--- src/rtl/apb_reg_pkg.sv ---
// Shared types and helpers for the APB register slave: bus FSM states,
// word-offset shift and the byte-address decode.
package apb_reg_pkg;

    typedef enum logic [1:0] {
        IDLE   = 2'd0,
        SETUP  = 2'd1,
        ACCESS = 2'd2
    } apb_state_t;

    // Byte address to word index: registers are 32-bit, so drop two bits.
    localparam int WORD_SHIFT = 2;

    typedef struct packed {
        logic        valid;
        logic [31:0] idx;
    } decode_t;

    // A byte address hits a register only when it is word aligned and its
    // word offset lies inside the bank; n_regs is a power of two, so the
    // index is the word offset masked to the bank size.
    function automatic decode_t decode_addr(input logic [63:0] addr, input int n_regs);
        decode_t     d;
        logic [63:0] word;
        word    = addr >> WORD_SHIFT;
        d.valid = (addr[1:0] == 2'b00) && (word < 64'(n_regs));
        d.idx   = 32'(word & 64'(n_regs - 1));
        return d;
    endfunction

endpackage

--- src/rtl/apb_reg_bank.sv ---
// Register storage: N_REGS words with a byte-enable write port and a
// combinational read port, cleared synchronously on preset.
module apb_reg_bank #(
    parameter  int N_REGS     = 8,
    parameter  int REGS_WIDTH = 32,
    localparam int IDX_W      = $clog2(N_REGS),
    localparam int STRB_W     = REGS_WIDTH / 8
) (
    input  logic                  pclk,
    input  logic                  preset,
    input  logic                  wr_en,
    input  logic [IDX_W-1:0]      wr_idx,
    input  logic [REGS_WIDTH-1:0] wr_data,
    input  logic [STRB_W-1:0]     wr_strb,
    input  logic [IDX_W-1:0]      rd_idx,
    output logic [REGS_WIDTH-1:0] rd_data
);

    logic [REGS_WIDTH-1:0] mem [N_REGS];

    // Clear every word on reset, otherwise merge enabled bytes into one word.
    // NOTE: resetting the whole array makes this a flop bank, never a RAM;
    // registers must read 0 after reset, so that is intended here.
    always_ff @(posedge pclk) begin
        if (preset) begin
            for (int i = 0; i < N_REGS; i++) begin
                mem[i] <= '0;
            end
        end else if (wr_en) begin
            for (int b = 0; b < STRB_W; b++) begin
                if (wr_strb[b]) begin
                    mem[wr_idx][8*b +: 8] <= wr_data[8*b +: 8];
                end
            end
        end
    end

    assign rd_data = mem[rd_idx];

endmodule

--- src/rtl/apb_reg_slave.sv ---
// APB4 completer with a bank of word registers, zero wait states.
// state_q names the bus phase sampled at the last edge: SETUP means a setup
// phase was just captured, so the access cycle (pready=1) is on the bus now;
// ACCESS means that access cycle has just completed. The transfer itself
// (write, prdata load, error decision) is done on the edge that captures the
// setup phase, so later changes of paddr/pwdata/pstrb cannot affect it.
module apb_reg_slave
    import apb_reg_pkg::*;
#(
    parameter int N_REGS     = 8,
    parameter int REGS_WIDTH = 32,
    parameter int ADDR_WIDTH = 32
) (
    input  logic                    pclk,
    input  logic                    preset,
    input  logic [ADDR_WIDTH-1:0]   paddr,
    input  logic [2:0]              pprot,
    input  logic                    psel,
    input  logic                    penable,
    input  logic                    pwrite,
    input  logic [REGS_WIDTH-1:0]   pwdata,
    input  logic [REGS_WIDTH/8-1:0] pstrb,
    output logic [REGS_WIDTH-1:0]   prdata,
    output logic                    pready,
    output logic                    pslverr
);

    localparam int IDX_W = $clog2(N_REGS);

    apb_state_t            state_q;
    decode_t               dec;
    logic [IDX_W-1:0]      idx;
    logic [REGS_WIDTH-1:0] rd_data;
    logic                  start;
    logic                  stray;
    logic                  wr_en;
    logic                  unused_ok;

    assign dec   = decode_addr(64'(paddr), N_REGS);
    assign idx   = dec.idx[IDX_W-1:0];

    // A setup phase starts a transfer unless one was captured at the last
    // edge; penable without a captured setup is an error access.
    assign start = psel && !penable && (state_q != SETUP);
    assign stray = psel &&  penable && (state_q != SETUP);
    assign wr_en = start && pwrite && dec.valid;

    // pprot is accepted and ignored; upper index bits are covered by valid.
    assign unused_ok = ^{pprot, dec.idx};

    apb_reg_bank #(
        .N_REGS     (N_REGS),
        .REGS_WIDTH (REGS_WIDTH)
    ) u_bank (
        .pclk    (pclk),
        .preset  (preset),
        .wr_en   (wr_en),
        .wr_idx  (idx),
        .wr_data (pwdata),
        .wr_strb (pstrb),
        .rd_idx  (idx),
        .rd_data (rd_data)
    );

    // Bus FSM with registered pready/pslverr/prdata; reset aborts any transfer.
    // NOTE: all state here uses non-blocking assignments so every register
    // sees the pre-edge values of the others, whatever the statement order.
    always_ff @(posedge pclk) begin
        if (preset) begin
            state_q <= IDLE;
            pready  <= 1'b0;
            pslverr <= 1'b0;
            prdata  <= '0;
        end else begin
            pready  <= 1'b0;
            pslverr <= 1'b0;
            case (state_q)
                IDLE, ACCESS: begin
                    if (start) begin
                        state_q <= SETUP;
                        pready  <= 1'b1;
                        pslverr <= !dec.valid;
                        if (!pwrite) begin
                            prdata <= dec.valid ? rd_data : '0;
                        end
                    end else if (stray) begin
                        pready  <= 1'b1;
                        pslverr <= 1'b1;
                    end else begin
                        state_q <= IDLE;
                    end
                end
                SETUP:   state_q <= ACCESS;
                default: state_q <= IDLE;
            endcase
        end
    end

endmodule

--- config.mk ---
export PLATFORM = sky130hd
export DESIGN_NAME = apb_reg_slave
export DESIGN_NICKNAME = d
export VERILOG_FILES = /design/src/rtl/apb_reg_pkg.sv /design/src/rtl/apb_reg_bank.sv /design/src/rtl/apb_reg_slave.sv
export SDC_FILE = /design/constraint.sdc
export NUM_CORES = 1
export LEC_CHECK = 0
export ABC_AREA = 1
export ABC_CLOCK_PERIOD_IN_PS = 5950
export BUFFER_PORTS_ARGS = -buffer_cell sky130_fd_sc_hd__buf_2
export CAP_MARGIN = 0
export CORE_ASPECT_RATIO = 1.2
export CORE_UTILIZATION = 40
export CTS_CLUSTER_DIAMETER = 30
export DETAILED_ROUTE_END_ITERATION = 16
export GPL_TIMING_DRIVEN = 0
export SLEW_MARGIN = 20
export SYNTH_ARGS = -nofsm -noshare
export SYNTH_HDL_FRONTEND = slang
export SYNTH_SLANG_ARGS = --single-unit
--- constraint.sdc ---
create_clock -name pclk -period 5.95 [get_ports pclk]
set_clock_uncertainty 0.2 [all_clocks]
set_input_delay 0.8925 -clock pclk [delete_from_list [all_inputs] [get_ports pclk]]
set_output_delay 0.8925 -clock pclk [all_outputs]
set_load 0.01 [all_outputs]
# After elaboration in Yosys (flattened, before gate mapping)
# Memory sizes are Yosys's and may differ from the RTL's.
# Index checks and enable logic that the tools add are counted.
[totals] register_bits=36 ramBits=256 inputBits=76 out_inout_bits=34 wordCells=55 mem_count=1
[memory_table] memory="u_bank.mem" depth=8 width=32 rd=1 rd_clocked_by_memory_dff=0 wr=8 line_no="apb_reg_bank.sv:19" source="logic [REGS_WIDTH-1:0] mem [N_REGS];"
[op_classes] order_cmp=1 n_eq_ne=4 n_mux=28 n_bitwise=2 reduce_logical=15
[op_table] cell="two-way mux 32 bit" count=2
[op_table] cell="OR reduction 32 bit" count=1
[op_table] cell="less-than comparator 30 x 4 -> 1 bit, second input constant" count=1
[op_table] cell="two-way mux 1 bit" count=21
[op_table] cell="logical AND 1 bit" count=7
[op_table] cell="zero test 2 bit" count=2
[op_table] cell="two-way mux 2 bit" count=2
[op_table] cell="two-way mux 4 bit" count=1
[op_table] cell="one-hot mux 2 bit (2 select lines)" count=1
[op_table] cell="OR reduction 2 bit" count=2
[op_table] cell="two-way mux 3 bit" count=1
[op_table] cell="!= test 3 bit, second input constant" count=1
[op_table] cell="AND reduction 3 bit" count=1
[op_table] cell="equality test 2 x 1 -> 1 bit, second input constant" count=1
[op_table] cell="equality test 2 bit, second input constant" count=1
[op_table] cell="zero test 1 bit" count=2
[op_table] cell="!= test 2 x 1 -> 1 bit, second input constant" count=1
[op_table] cell="inverter 1 bit" count=2

# Logic depth before layout (Yosys ltp)
[depth] word_depth=10 depth_mapped=10 depth_no_buf=9

# By module
# From an unflattened synthesis, not the netlist that was laid out.
[hier_totals] hier_cells=1673 hier_area_um2=13983.4
[by_module_without_submodules] module="apb_reg_bank" n_inst=1 cells_each=1483 area_each_um2=12545.8 seq_area_each_um2=7687.4
[by_module_without_submodules] module="apb_reg_slave" n_inst=1 cells_each=190 area_each_um2=1437.6 seq_area_each_um2=720.7

# Worst setup path after synthesis
# Ideal clock, no wire load.
[synth_path] path_type="input-to-reg" from="in paddr[31]" to="mem u_bank.mem[0][16], enable pin" setup_time_ps=329 t_arrival_ps=2115 t_required_ps=5421 slack_ps=3306 cell_stages=8 path_buffers=2 path_cell_list="or2_1 -> nor2_1 -> nand2_1 -> nor2_1 -> buf_4 -> buf_12 -> nand4_4 -> nand2_1"
[synth_rtl] element="start: declaration" line_no="apb_reg_slave.sv:16" source="input logic [ADDR_WIDTH-1:0] paddr,"
[synth_rtl] element="end: declaration" line_no="apb_reg_bank.sv:19"

==> results.sh <==
export IMPL_final_min_period_over_clock_period_pct=50.1
export IMPL_overflow=0
export IMPL_whs_path_depth=2
export IMPL_critical_path_max_fanout=10
export IMPL_worst_pin_slew_ps=905
export IMPL_worst_ep_required_time_ps=5930
export IMPL_max_freq_mhz=335
export IMPL_grt_setup_unrepaired="false"
export IMPL_hold_buffers=0
export IMPL_finalNonFillerCells=2050
export IMPL_grt_pass1_wl_um=59000
export IMPL_fin_area_um2=16200
export IMPL_cp_slowest_cell="nand2_1"
export IMPL_cts_setup_buffers=0
export IMPL_criticalPathCategory="primary input to flip-flop"
export IMPL_syn_to_final_growth_pct=19.8
export IMPL_initial_core_util_pct=40.7
export IMPL_start_kind="primary input"
export IMPL_dr_pass1_iters=5
export IMPL_power_leakage_nw=6.94
export IMPL_cp_depth=8
export IMPL_maxCapViolations=0
export IMPL_cp_end_kind="flip-flop"
export IMPL_clk_root_buffer_cell="clkbuf_16"
export IMPL_ctsResizeCount=0
export IMPL_hold_end="prdata[6]$_SDFFE_PP0P_"
export IMPL_antenna_found_initial=0
export IMPL_antennaDiodeCount=0
export IMPL_status="completed"
export IMPL_grt_max_degree=13
export IMPL_post_dp_cell_area_um2=14600
export IMPL_min_period_ps=2980
export IMPL_reg2regPathDepth=7
export IMPL_crit_start="paddr[31]"
export IMPL_htree_levels=2
export IMPL_hpwl_um=26800
export IMPL_die_area_um2=34600
export IMPL_drc=0
export IMPL_report_final_slew_viol_count=0
export IMPL_cts_sinks=292
export IMPL_clk_pin_slew_ps=50
export IMPL_io_pins=110
export IMPL_r2r_slack_ps=3300
export IMPL_core_area_um2=33200
export IMPL_antenna_left=0
export IMPL_cts_tree="done"
export IMPL_synthTopCellsByArea="edfxtp_1 57%, nor2_1 10%, nand2_1 9.7%"
export IMPL_synthesis_nets=1487
export IMPL_min_path_type="flip-flop to flip-flop"
export IMPL_max_slew_margin_pct=39.7
export IMPL_synthCells=1411
export IMPL_layout_drive_gt1_share_pct=16.3
export IMPL_clockBufferDepth=3
export IMPL_critPathTopFamily="simple AND/OR/NAND/NOR gates"
export IMPL_synth_top_area_share_pct=56.8
export IMPL_slowest_delay_ps=570
export IMPL_dpl_cell_count=1965
export IMPL_cts_buffers=46
export IMPL_min_from="prdata[6]$_SDFFE_PP0P_"
export IMPL_synth_area_leader_cell="edfxtp_1"
export IMPL_via_count=10400
export IMPL_synthDistinctLibCells=22
export IMPL_r2r_start="state_q[0]$_SDFFE_PP0P_"
export IMPL_critical_path_cell_chain="buf_2 -> or2_1 -> nor2_1 -> nand2_1 -> nor2_1 -> buf_2 -> nand4_2 -> nand2_1"
export IMPL_critPathBufInv=2
export IMPL_nets=1639
export IMPL_power_density_nw_per_um2=330
export IMPL_yosysWarningCount=0
export IMPL_netlist_area_um2=13500
export IMPL_wl_per_cell_um=19.2
export IMPL_grt_usage_pct=23.4
export IMPL_drt_iter0_markers=742
export IMPL_synth_seq_cells=292
export IMPL_cp_arrival_ps=2960
export IMPL_io_buffers=104
export IMPL_via_per_inst=5.08
export IMPL_r2r_end="u_bank.mem[1][3]$_SDFFCE_PN0P_"
export IMPL_vdd_drop_max_uv=202
export IMPL_routed_wl_um=39300
export IMPL_setup_violations_final=0
export IMPL_gp_congestion=0.874
export IMPL_hold_viol=0
export IMPL_setup_tns_final_ps=0
export IMPL_insertion_delay_ps=550
export IMPL_die_y_um=204
export IMPL_seq_area_frac_synth_pct=62.1
export IMPL_chipWidth_um=170
export IMPL_grt_pass1_vias=10200
export IMPL_syn_avg_cell_area_um2=9.59
export IMPL_core_rowCount=73
==> flip-flops by register name, summed over array words and instances, names as in the netlist <==
name / cells
pslverr: 1
u_bank.mem: 256
pready: 1
state_q: 2
prdata: 32
==> layer usage <==
| metal | track usage (%) | share of wire [%] | vias to the layer above |
|---|---|---|---|
| met5 | 0 | 0 | - |
| met4 | 12.4 | 4.7 | 0 |
| met3 | 3.40 | 6.3 | 104 |
| met2 | 40.4 | 50 | 391 |
| met1 | 28.2 | 39 | 4972 |
| li1 | - | - | 4952 |
==> final cells by class <==
cell class	count	area [um2]
sequential	292	8410
fill	3124	17000
clock buffer	53	1240
clock inverter	32	349
tap	450	563
buffer	62	313
multi-input combinational	949	4410
timing repair buffer	104	520
inverter	108	405
==> cell usage in the layout, fill, tap and decap left out, drive strengths merged, types with 28 or more instances in the layout <==
| master | instances |
|---|---|
| buf | 142 |
| nand2 | 350 |
| clkbuf | 77 |
| inv | 117 |
| nand3b | 28 |
| nand3 | 95 |
| edfxtp | 256 |
| a21oi | 34 |
| nor2 | 384 |
| dfxtp | 36 |
| nand4 | 42 |
==> worst register-to-register path, stage by stage, from the launching register on <==
cell	delay, ps
dfxtp_1	300
inv_2	50
or2_1	110
nand3_1	110
nor2_4	240
buf_4	300
nand4_2	390
nand2_1	570
==> logic make-up after synthesis <==
kind of cell           Yosys count  synth area share (%)
AND/OR/NAND/NOR                902                  30.8
flip-flops                     292                  62.1
buffers and inverters          170                  5.31
AO/OA/AOI/OAI                   47                  1.74
==> synthesized netlist by cell type <==
cell type    n
buf_1       10
buf_12       2
inv_1      105
buf_4        6
o21ai_0     13
nor2_2       5
edfxtp_1   256
clkbuf_1    24
a21oi_1     34
nor2_1     371
nor2_4       8
dfxtp_1     36
nand4_1     10
inv_2        3
nand4_2     12
nand2_1    350
nor3_2       1
nand4_4     20
nand3_1     95
buf_2       20
nand3b_1    28
or2_1        2
==> worst max-delay path by stage <==
stage / endpoint / slack [ps]
2_1_floorplan: u_bank.mem[0][16]$_SDFFCE_PN0P_ / 3310
3_3_place_gp: u_bank.mem[1][2]$_SDFFCE_PN0P_ / 2510
3_5_place_dp: u_bank.mem[1][2]$_SDFFCE_PN0P_ / 2470
4_1_cts: u_bank.mem[1][3]$_SDFFCE_PN0P_ / 3040
5_1_grt: u_bank.mem[1][4]$_SDFFCE_PN0P_ / 2840
6_report: u_bank.mem[1][3]$_SDFFCE_PN0P_ / 2970
==> where the power goes <==
part	total, W	internal (W)	switching [W]
registers	0.00229	0.00228	0.0000148
clock network	0.00274	0.00174	0.00100
logic	0.000313	0.0000707	0.000242
==> stage by stage <==
step | hold WS, ps | utilization [%] | worst slack [ps] | power (W)
global placement | 254 | 44.0 | 2510 | 0.00264
CTS | 261 | 48.8 | 3040 | 0.00536
global route | 274 | 48.8 | 2840 | 0.00548
floorplan | 256 | - | 3310 | 0.00251
finish | 259 | 48.8 | 2970 | 0.00535
detailed placement | 253 | 44.0 | 2470 | 0.00265
(Power assumes the default switching activity.)
